**src/rtl/pipeline_sequencer_if.sv**
```systemverilog
// Handshake bundle between the stage sequencer and its stage chain / controller.
//   enable          run request (level)
//   mode_continuous 1 = restart next frame automatically, 0 = single-shot
//   skip_mask       bit i = 1 bypasses stage i
//   timeout_cycles  per-stage watchdog limit, 0 disables it
//   stage_done      per-stage completion
//   stage_enable    one-hot (or zero) enable to the active stage
//   busy            frame in progress
//   frame_done      one-cycle pulse per completed frame
//   error           sticky watchdog flag
//   error_stage     index of the stage that timed out
//   frame_count     completed frames, wraps
// slave = sequencer side, master = controller / stage side.
interface pipeline_sequencer_if #(
  parameter int unsigned NUM_STAGES = 6,
  parameter int unsigned TIMEOUT_W  = 16,
  parameter int unsigned IDX_W      = $clog2(NUM_STAGES)
) ();

  logic                  enable;
  logic                  mode_continuous;
  logic [NUM_STAGES-1:0] skip_mask;
  logic [TIMEOUT_W-1:0]  timeout_cycles;
  logic [NUM_STAGES-1:0] stage_done;
  logic [NUM_STAGES-1:0] stage_enable;
  logic                  busy;
  logic                  frame_done;
  logic                  error;
  logic [IDX_W-1:0]      error_stage;
  logic [15:0]           frame_count;

  modport slave (
    input  enable, mode_continuous, skip_mask, timeout_cycles, stage_done,
    output stage_enable, busy, frame_done, error, error_stage, frame_count
  );

  modport master (
    output enable, mode_continuous, skip_mask, timeout_cycles, stage_done,
    input  stage_enable, busy, frame_done, error, error_stage, frame_count
  );

endinterface

```
**src/rtl/pipeline_sequencer.sv**
```systemverilog
// Stage sequencer for the edge-detection pipeline. Steps NUM_STAGES stages through an
// enable/done handshake with a per-stage skip mask, single-shot or continuous frames,
// a per-stage timeout watchdog with sticky error capture and a frame counter.
// Ports:
//   clk    system clock, rising edge
//   reset  synchronous active-high reset
//   bus    pipeline_sequencer_if.slave (see interface for signal list)
// All outputs are registered.
module pipeline_sequencer #(
  parameter int unsigned NUM_STAGES = 6,
  parameter int unsigned TIMEOUT_W  = 16,
  parameter int unsigned IDX_W      = $clog2(NUM_STAGES)
) (
  input  logic                clk,
  input  logic                reset,
  pipeline_sequencer_if.slave bus
);

  typedef enum logic [2:0] {StIdle, StRun, StDone, StHold, StError} state_e;

  localparam logic [NUM_STAGES-1:0] StageOne = NUM_STAGES'(1);

  state_e                state_q;
  logic [IDX_W-1:0]      cur_q;
  logic [NUM_STAGES-1:0] skip_q;
  logic [TIMEOUT_W-1:0]  timeout_q;
  logic                  cont_q;
  logic [TIMEOUT_W-1:0]  wdog_q;

  logic [NUM_STAGES-1:0] stage_enable_q;
  logic                  busy_q;
  logic                  frame_done_q;
  logic                  error_q;
  logic [IDX_W-1:0]      error_stage_q;
  logic [15:0]           frame_count_q;

  // First unskipped stage of the live mask (used only when a frame starts).
  logic             start_found;
  logic [IDX_W-1:0] start_idx;
  // Next unskipped stage above cur under the latched mask.
  logic             next_found;
  logic [IDX_W-1:0] next_idx;

  always_comb begin
    start_found = 1'b0;
    start_idx   = '0;
    next_found  = 1'b0;
    next_idx    = '0;
    // Scan downward so the lowest qualifying index is the last one written.
    for (int i = NUM_STAGES - 1; i >= 0; i--) begin
      if (!bus.skip_mask[i]) begin
        start_found = 1'b1;
        start_idx   = IDX_W'(i);
      end
      if (!skip_q[i] && (IDX_W'(i) > cur_q)) begin
        next_found = 1'b1;
        next_idx   = IDX_W'(i);
      end
    end
  end

  logic cur_done;
  assign cur_done = bus.stage_done[cur_q];

  always_ff @(posedge clk) begin
    if (reset) begin
      state_q        <= StIdle;
      cur_q          <= '0;
      skip_q         <= '0;
      timeout_q      <= '0;
      cont_q         <= 1'b0;
      wdog_q         <= '0;
      stage_enable_q <= '0;
      busy_q         <= 1'b0;
      frame_done_q   <= 1'b0;
      error_q        <= 1'b0;
      error_stage_q  <= '0;
      frame_count_q  <= '0;
    end else begin
      frame_done_q <= 1'b0;
      unique case (state_q)
        StIdle: begin
          if (bus.enable) begin
            skip_q    <= bus.skip_mask;
            timeout_q <= bus.timeout_cycles;
            cont_q    <= bus.mode_continuous;
            if (start_found) begin
              state_q        <= StRun;
              cur_q          <= start_idx;
              stage_enable_q <= StageOne << start_idx;
              busy_q         <= 1'b1;
              wdog_q         <= '0;
            end else begin
              // Everything skipped: the frame completes immediately.
              state_q       <= StDone;
              frame_done_q  <= 1'b1;
              frame_count_q <= frame_count_q + 16'd1;
            end
          end
        end

        StRun: begin
          if (!bus.enable) begin
            state_q        <= StIdle;
            stage_enable_q <= '0;
            busy_q         <= 1'b0;
          end else if (cur_done) begin
            // Done takes priority over a coincident watchdog expiry.
            if (next_found) begin
              cur_q          <= next_idx;
              stage_enable_q <= StageOne << next_idx;
              wdog_q         <= '0;
            end else begin
              state_q        <= StDone;
              stage_enable_q <= '0;
              busy_q         <= 1'b0;
              frame_done_q   <= 1'b1;
              frame_count_q  <= frame_count_q + 16'd1;
            end
          end else if ((timeout_q != '0) && (wdog_q == timeout_q - TIMEOUT_W'(1))) begin
            // This is the T-th enabled cycle without done.
            state_q        <= StError;
            stage_enable_q <= '0;
            busy_q         <= 1'b0;
            error_q        <= 1'b1;
            error_stage_q  <= cur_q;
          end else begin
            wdog_q <= wdog_q + TIMEOUT_W'(1);
          end
        end

        StDone: begin
          if (bus.enable && cont_q) begin
            skip_q    <= bus.skip_mask;
            timeout_q <= bus.timeout_cycles;
            cont_q    <= bus.mode_continuous;
            if (start_found) begin
              state_q        <= StRun;
              cur_q          <= start_idx;
              stage_enable_q <= StageOne << start_idx;
              busy_q         <= 1'b1;
              wdog_q         <= '0;
            end else begin
              frame_done_q  <= 1'b1;
              frame_count_q <= frame_count_q + 16'd1;
            end
          end else if (bus.enable) begin
            state_q <= StHold;
          end else begin
            state_q <= StIdle;
          end
        end

        StHold: begin
          if (!bus.enable) state_q <= StIdle;
        end

        StError: begin
          if (!bus.enable) state_q <= StIdle;
        end

        default: state_q <= StIdle;
      endcase
    end
  end

  assign bus.stage_enable = stage_enable_q;
  assign bus.busy         = busy_q;
  assign bus.frame_done   = frame_done_q;
  assign bus.error        = error_q;
  assign bus.error_stage  = error_stage_q;
  assign bus.frame_count  = frame_count_q;

endmodule

```
**src/flat_wrapper.sv**
```systemverilog
// flat-port wrapper written by rule: the top's interface ports become plain ports
module pipeline_sequencer_flat 
#(
  parameter int unsigned NUM_STAGES = 6,
  parameter int unsigned TIMEOUT_W  = 16,
  parameter int unsigned IDX_W      = $clog2(NUM_STAGES)
)
  (clk, reset, bus_enable, bus_mode_continuous, bus_skip_mask, bus_timeout_cycles, bus_stage_done, bus_stage_enable, bus_busy, bus_frame_done, bus_error, bus_error_stage, bus_frame_count);
  pipeline_sequencer_if #(.NUM_STAGES(NUM_STAGES), .TIMEOUT_W(TIMEOUT_W), .IDX_W(IDX_W)) bus_i ();
  input  logic clk;
  input  logic reset;
  input wire logic [$bits(bus_i.enable)-1:0] bus_enable;
  input wire logic [$bits(bus_i.mode_continuous)-1:0] bus_mode_continuous;
  input wire logic [$bits(bus_i.skip_mask)-1:0] bus_skip_mask;
  input wire logic [$bits(bus_i.timeout_cycles)-1:0] bus_timeout_cycles;
  input wire logic [$bits(bus_i.stage_done)-1:0] bus_stage_done;
  output wire logic [$bits(bus_i.stage_enable)-1:0] bus_stage_enable;
  output wire logic [$bits(bus_i.busy)-1:0] bus_busy;
  output wire logic [$bits(bus_i.frame_done)-1:0] bus_frame_done;
  output wire logic [$bits(bus_i.error)-1:0] bus_error;
  output wire logic [$bits(bus_i.error_stage)-1:0] bus_error_stage;
  output wire logic [$bits(bus_i.frame_count)-1:0] bus_frame_count;
  assign bus_i.enable = bus_enable;
  assign bus_i.mode_continuous = bus_mode_continuous;
  assign bus_i.skip_mask = bus_skip_mask;
  assign bus_i.timeout_cycles = bus_timeout_cycles;
  assign bus_i.stage_done = bus_stage_done;
  assign bus_stage_enable = bus_i.stage_enable;
  assign bus_busy = bus_i.busy;
  assign bus_frame_done = bus_i.frame_done;
  assign bus_error = bus_i.error;
  assign bus_error_stage = bus_i.error_stage;
  assign bus_frame_count = bus_i.frame_count;
  pipeline_sequencer #(.NUM_STAGES(NUM_STAGES), .TIMEOUT_W(TIMEOUT_W), .IDX_W(IDX_W)) u_core (.clk(clk), .reset(reset), .bus(bus_i));
endmodule
```
**config.mk**
```make
export PLATFORM = sky130hd
export DESIGN_NAME = pipeline_sequencer_flat
export DESIGN_NICKNAME = d
export VERILOG_FILES = /design/src/rtl/pipeline_sequencer_if.sv /design/src/rtl/pipeline_sequencer.sv /design/src/flat_wrapper.sv
export SDC_FILE = /design/constraint.sdc
export NUM_CORES = 1
export LEC_CHECK = 0
export CAP_MARGIN = 20
export CORE_MARGIN = 5
export CORE_UTILIZATION = 55
export DETAILED_ROUTE_END_ITERATION = 6
export PLACE_DENSITY = 0.91
export SLEW_MARGIN = 10
export SYNTH_ARGS = -nofsm -noshare
export SYNTH_HDL_FRONTEND = slang
export SYNTH_SLANG_ARGS = --single-unit
```
**constraint.sdc**
```tcl
create_clock -name clk -period 3.69 [get_ports clk]
set_input_delay 0.9225 -clock clk [delete_from_list [all_inputs] [get_ports clk]]
set_output_delay 0.9225 -clock clk [all_outputs]
set_load 0.005 [all_outputs]
```
== Word-level counts from Yosys, hierarchy flattened ==
Cells that the tools add are included.
Word-level totals
  bits in registers: 73
  bits of input ports: 32
  output and inout bits: 28
  word-level logic and storage cells: 160
Operators by class
  add/sub/neg operators: 3
  $lt $le $gt $ge: 7
  eq/ne operators: 17
  shift-type cells: 2
  muxes and demuxes: 91
  bitwise logic cells: 1
  reduce and logical (&&, ||, !) cells: 27
Operators by type and width (count)
  $mux W16: 15
  $pmux W16 S3: 2
  $mux W3: 26
  $mux W6: 9
  $add A16 B1 Y16 const B: 2
  $pmux W16 S2: 1
  $mux W1: 28
  $pmux W6 S3: 1
  $reduce_and A6 Y1: 3
  $eq A16 B16 Y1: 1
  $reduce_bool A16 Y1: 1
  $sub A16 B1 Y16 const B: 1
  $pmux W3 S4: 1
  $pmux W6 S2: 1
  $shl A1 B3 Y6 const A: 2
  $reduce_and A5 Y1: 2
  $ne A3 B2 Y1 const B: 3
  $pmux W3 S3: 1
  $logic_and A1 B1 Y1: 8
  $ne A2 B2 Y1 const B: 4
  $reduce_and A4 Y1: 2
  $eq A3 B2 Y1 const B: 2
  $gt A1 B3 Y1 const A: 2
  $gt A2 B3 Y1 const A: 2
  other kinds (18): 28

== Logic depth before layout (Yosys ltp) ==
  depth after elaboration: 13
  gate-level depth with buffers: 10
  depth with buffers taken out: 9

== Worst setup path before layout ==
No wires, ideal clock.
  path kind: input-to-reg
  start: input bus_stage_done[5]
  end: register u_core.wdog_q[6]
  library setup time: 0.059 ns
  arrival time: 2.941 ns
  required time: 3.631 ns
  slack: 0.690 ns
  stages on the path: 8
  buffers on the path: 2
  cell sequence: mux4_2 -> o2bb2ai_1 -> nor2_1 -> inv_1 -> a21oi_1 -> clkbuf_1 -> clkbuf_1 -> o221a_2
Between the ends
  cells in the longest elaborated chain, start to end: 5
  elaborated cells between the ends (all ways): 8
  those cells by class: eq/ne: 2; mux: 5; reduce/logical: 1
Ends and longest elaborated chain
  start: declaration: RTL line flat_wrapper.sv:16  | input wire logic [$bits(bus_i.stage_done)-1:0] bus_stage_done;
  $bmux W1 S3 (*): RTL line pipeline_sequencer.sv:63  | assign cur_done = bus.stage_done[cur_q];
  $mux W1 (implied by the code) (*): RTL line pipeline_sequencer.sv:63
  $mux W16: RTL line pipeline_sequencer.sv:107  | end else if (cur_done) begin
  $mux W16: RTL line pipeline_sequencer.sv:103  | if (!bus.enable) begin
  $pmux W16 S3: RTL line pipeline_sequencer.sv:81  | unique case (state_q)
  end signal: assignment: RTL line pipeline_sequencer.sv:128  | wdog_q <= wdog_q + TIMEOUT_W'(1);
  end: declaration: RTL line pipeline_sequencer.sv:28  | logic [TIMEOUT_W-1:0] wdog_q;
Mark *: on every way between the ends. The rest lies on a longest branch, timed or not. The select of a mux whose other input is x is not followed.
A chain may end at the register's enable or synchronous reset.

== Worst setup path in the final report ==
  start: register u_core.timeout_q[2]
  end: register u_core.wdog_q[1]
Between the ends
  cells in the longest elaborated chain, start to end: 5
  elaborated cells between the ends (all ways): 6
  those cells by class: add/sub: 1; eq/ne: 2; reduce/logical: 3
Ends and longest elaborated chain
  start: declaration: RTL line pipeline_sequencer.sv:26  | logic [TIMEOUT_W-1:0] timeout_q;
  start signal: assignment: RTL line pipeline_sequencer.sv:85  | timeout_q <= bus.timeout_cycles;
  start signal: assignment: RTL line pipeline_sequencer.sv:135  | timeout_q <= bus.timeout_cycles;
  $sub A16 B1 Y16: RTL line pipeline_sequencer.sv:120  | end else if ((timeout_q != '0) && (wdog_q == timeout_q - TIMEOUT_W'(1))) begin
  $eq A16 B16 Y1: RTL line pipeline_sequencer.sv:120
  $logic_and A1 B1 Y1 (*): RTL line pipeline_sequencer.sv:120
  $ne A3 B2 Y1 (no source line) (*)
  $reduce_and A6 Y1 (no source line) (*)
Mark *: on every way between the ends. The rest lies on a longest branch, timed or not.

==> key figures <==
Outcome
  • Outcome: completed

Hold path
  • Hold Path Cell Cnt: 2
  • Hold_sp: u_core.bus.stage_enable[0]
  • Min-delay worst type: register to register
  • Hold Path Sink: u_core.bus.stage_enable[0]

STA
  • Headroom to the max-slew limit: a little under two fifths
  • Highest clock rate: between 300 and 400 MHz
  • Hold Slack: roughly 0.48 ns
  • Final Setup Violations: 0
  • Clock Skew: about 0.014 ns
  • Slew @ Worst Pin: 0.941 ns
  • RSZ-0062 raised after global routing: no
  • Slew Limit Fails: 0
  • Final Hold Fails: 0
  • Final period utilization: between 80 and 90%
  • Min cycle time layout: about 3.2 ns
  • Final setup TNS: 0 ns

Logic synthesis
  • Share of the synthesized area in the top cell type: 34.7%
  • Synth warn: 0
  • Post-synth ARST share: 0%
  • Most common cell in the netlist: nand2_1
  • Post-Syn Nets: ~570
  • Cell Area, Synth: roughly 0.0042 sq mm
  • Synth top cells by count: nand2_1, dfxtp_1, a21oi_1, nor2_1, clkbuf_1
  • Post-synthesis cell count: around 540
  • Count of cell types in the netlist: 55
  • Syn_area_per_cell: 7.74 sq um
  • #FFs+latches synth: 72
  • Post-synthesis sequential area ratio: 34.7%
  • Post-synth EDFFs: 0
  • Most used DFF post-synth: dfxtp_1
  • Yosys top cell by area: dfxtp_1
  • Largest cells by area after synthesis: dfxtp_1, nand2_1, a21oi_1, xnor2_1, nor2_1

Detailed routing
  • ANT nets after route: 0
  • Post-DR vias/cell: about 6.0
  • DR iter-0 viols: about 360
  • Drt first pass iters: 5
  • WL final: about 11000 microns
  • Remaining DRCs: 0
  • WL/cell: 16.0 microns
  • Via count: about 4200

Clock network
  • Hold_buf cts: 0
  • Htree depth: 3
  • Worst-Skew Late Latency: around 0.36 ns
  • Clock Pin Slew Worst Setup and Hold Paths: 0.09 ns
  • CTS resizes: 0
  • Clock buffer depth: 2
  • CTS root buffer: clkbuf_8
  • # clock sinks: a little over 70
  • CTS tree: done
  • Setup bufs post-CTS: 0
  • CTS buffer count: 9

Placement
  • Post-DP HPWL: between 8000 and 9000 microns
  • GP Congestion: between 0.9 and 1
  • Port buffer count: roughly 60

Pwr
  • Clock share of power: about 36%
  • Switch Pwr: about 620 uW
  • Internal power: 1380 uW
  • Cell Pwr Density: approximately 400 mW/mm^2
  • Static Leak: between 0.0015 and 0.002 uW
  • Switching Fraction: a little under a third
  • Logic gate share of total power: around a fifth
  • Sequential power share: between 40 and 50%
  • Peak supply drop: 0.213 mV

Worst setup path
  • Worst stage delay on the critical path: around 0.52 ns
  • Critical R2R Capture: u_core.wdog_q[1]
  • Crit path max-delay cell type: or4_1
  • CP cell instances: or3_1 -> o21a_1 -> or4_1 -> a221o_1 -> nor4_4 -> buf_4 -> a21oi_1 -> o32ai_1
  • Reg2Reg Depth: 8
  • Crit path kind: register to register
  • WP data required: 3.95 ns
  • Critical path launch point type: register
  • Peak fanout along the critical path: 15
  • Crit end category: register
  • Setup slack, reg-to-reg: about 0.45 ns
  • Critical Path AT: around 3.5 ns
  • Crit Reg-Reg Startpoint: u_core.timeout_q[2]

Run
  • Maxcap violations: 0

Finish
  • Share of cells above drive strength 1: under 10%
  • Layout fillers: approximately 610
  • Area Overhead vs Synth: 21.2%
  • Ant. Diodes: 0
  • Final #Nets: around 620

Die
  • Die area: 0.00940 sq mm
  • Die Wd: between 90 and 100 microns
  • IO Pins: 60
  • Initial Util: around 57%
  • Core area: around 0.0073 sq mm
  • Chip height: 96.9 microns
  • Row count: 31

Global route
  • Largest net degree at the start of global routing: 42
  • Vias in the first global route: 3954
  • Initial antenna violation count: 0
  • GRT Resource Usage Total: 23.3%
  • GRT overflow: 0
  • Global-route wire length before repair: 18500 microns
==> metal layers <==
metal / share of wire (%) / wire, microns / track usage, %
met3: 7.5 / 828 / 3.81
met4: 1.8 / 203 / 9.07
met1: 43 / 4710 / 30.3
met5: 0 / 0 / 0
met2: 48 / 5320 / 38.5
==> power by group through the flow <==
stage          sequential, uW  clock, uW  combinational [uW]
6_report                  858        717                 423
5_1_grt                   864        759                 461
4_1_cts                   856        726                 417
3_5_place_dp              874          0                 414
3_3_place_gp              871          0                 396
2_1_floorplan             852          0                 305
==> cells by family (layout without fill, tap and decap cells) <==
group	after synthesis	count (layout)	share of synthesized area, %
simple gates	238	238	29.0
compound gates	124	124	18.5
mux	21	21	5.51
fa+ha+maj	3	3	0.903
xor+xnor	32	32	6.74
flops	72	72	34.7
buf+inv	47	101	4.60
==> layout make-up <==
type,instances,area (sq um),share of cell area [%]
tap,99,124,2.46
timing repair buffer,69,661,13.1
inverter,16,60.1,1.19
multi-input combinational,418,2520,50.1
clock buffer,9,124,2.46
clock inverter,7,103,2.04
sequential,72,1440,28.6
==> placed cells by master, fill, tap and decap left out, types with 3 or more instances in the layout <==
cell              n
mux2i_1          15
and3_1            8
o21a_1            3
nor4_1            5
xor2_1           12
a211oi_1          4
nor3_1            8
clkbuf_8          9
o2bb2ai_1         3
nand3_1          21
ha_1              3
inv_1            16
xnor2_1          20
nor3b_1           3
and4_1            4
o32a_1            3
nor2_1           42
nand4_1          11
dfxtp_1          72
a31oi_1           3
clkdlybuf4s50_1  58
buf_4            10
o211ai_1          3
or3b_2            4
a2111oi_0         5
nand2_1          80
mux2_2            5
o21ai_0          23
nor2b_1          10
nand2b_1         16
or3_1            14
a21oi_1          57
==> sequential cells by signal (all words and copies together) (netlist names) <==
| register | count |
|---|---|
| u_core.bus.frame_count | 16 |
| u_core.timeout_q | 16 |
| u_core.wdog_q | 16 |
| u_core.bus.stage_enable | 6 |
| u_core.skip_q | 5 |
| u_core.bus.error_stage | 3 |
| u_core.cur_q | 3 |
| u_core.state_q | 3 |
| u_core.bus.busy | 1 |
| u_core.bus.error | 1 |
| u_core.bus.frame_done | 1 |
| u_core.cont_q | 1 |
==> worst max-delay path, delay by kind of cell (launching register included) <==
family                 cells  cell delay [ns]
AOI/OAI and AO/OA          4             0.97
DFF                        1             0.39
and+or+nand+nor            3             1.49
buffers and inverters      1             0.30
==> metrics by stage <==
step | setup slack [ns] | util, % | power (uW) | instances | instance area (sq um)
finish | 0.453 | 69.1 | 2000 | 690 | 5040
global route | 0.296 | 69.1 | 2080 | 690 | 5040
CTS | 0.474 | 69.1 | 2000 | 690 | 5040
detailed placement | 0.163 | 66.0 | 1290 | 674 | 4810
global placement | 0.250 | 66.0 | 1270 | 674 | 4810
floorplan | 0.690 | - | 1160 | 537 | 4160
==> how the worst max path moves through the flow <==
stage,end,cells past startpoint,from
global route,u_core.wdog_q[5],9,bus_enable
global placement,u_core.wdog_q[9],9,bus_enable
floorplan,u_core.wdog_q[6],8,bus_stage_done[5]
detailed placement,u_core.wdog_q[5],9,bus_enable
finish,u_core.wdog_q[1],8,u_core.timeout_q[2]
CTS,u_core.wdog_q[1],8,u_core.timeout_q[2]
No activity file was read; power rests on OpenSTA's default activity.
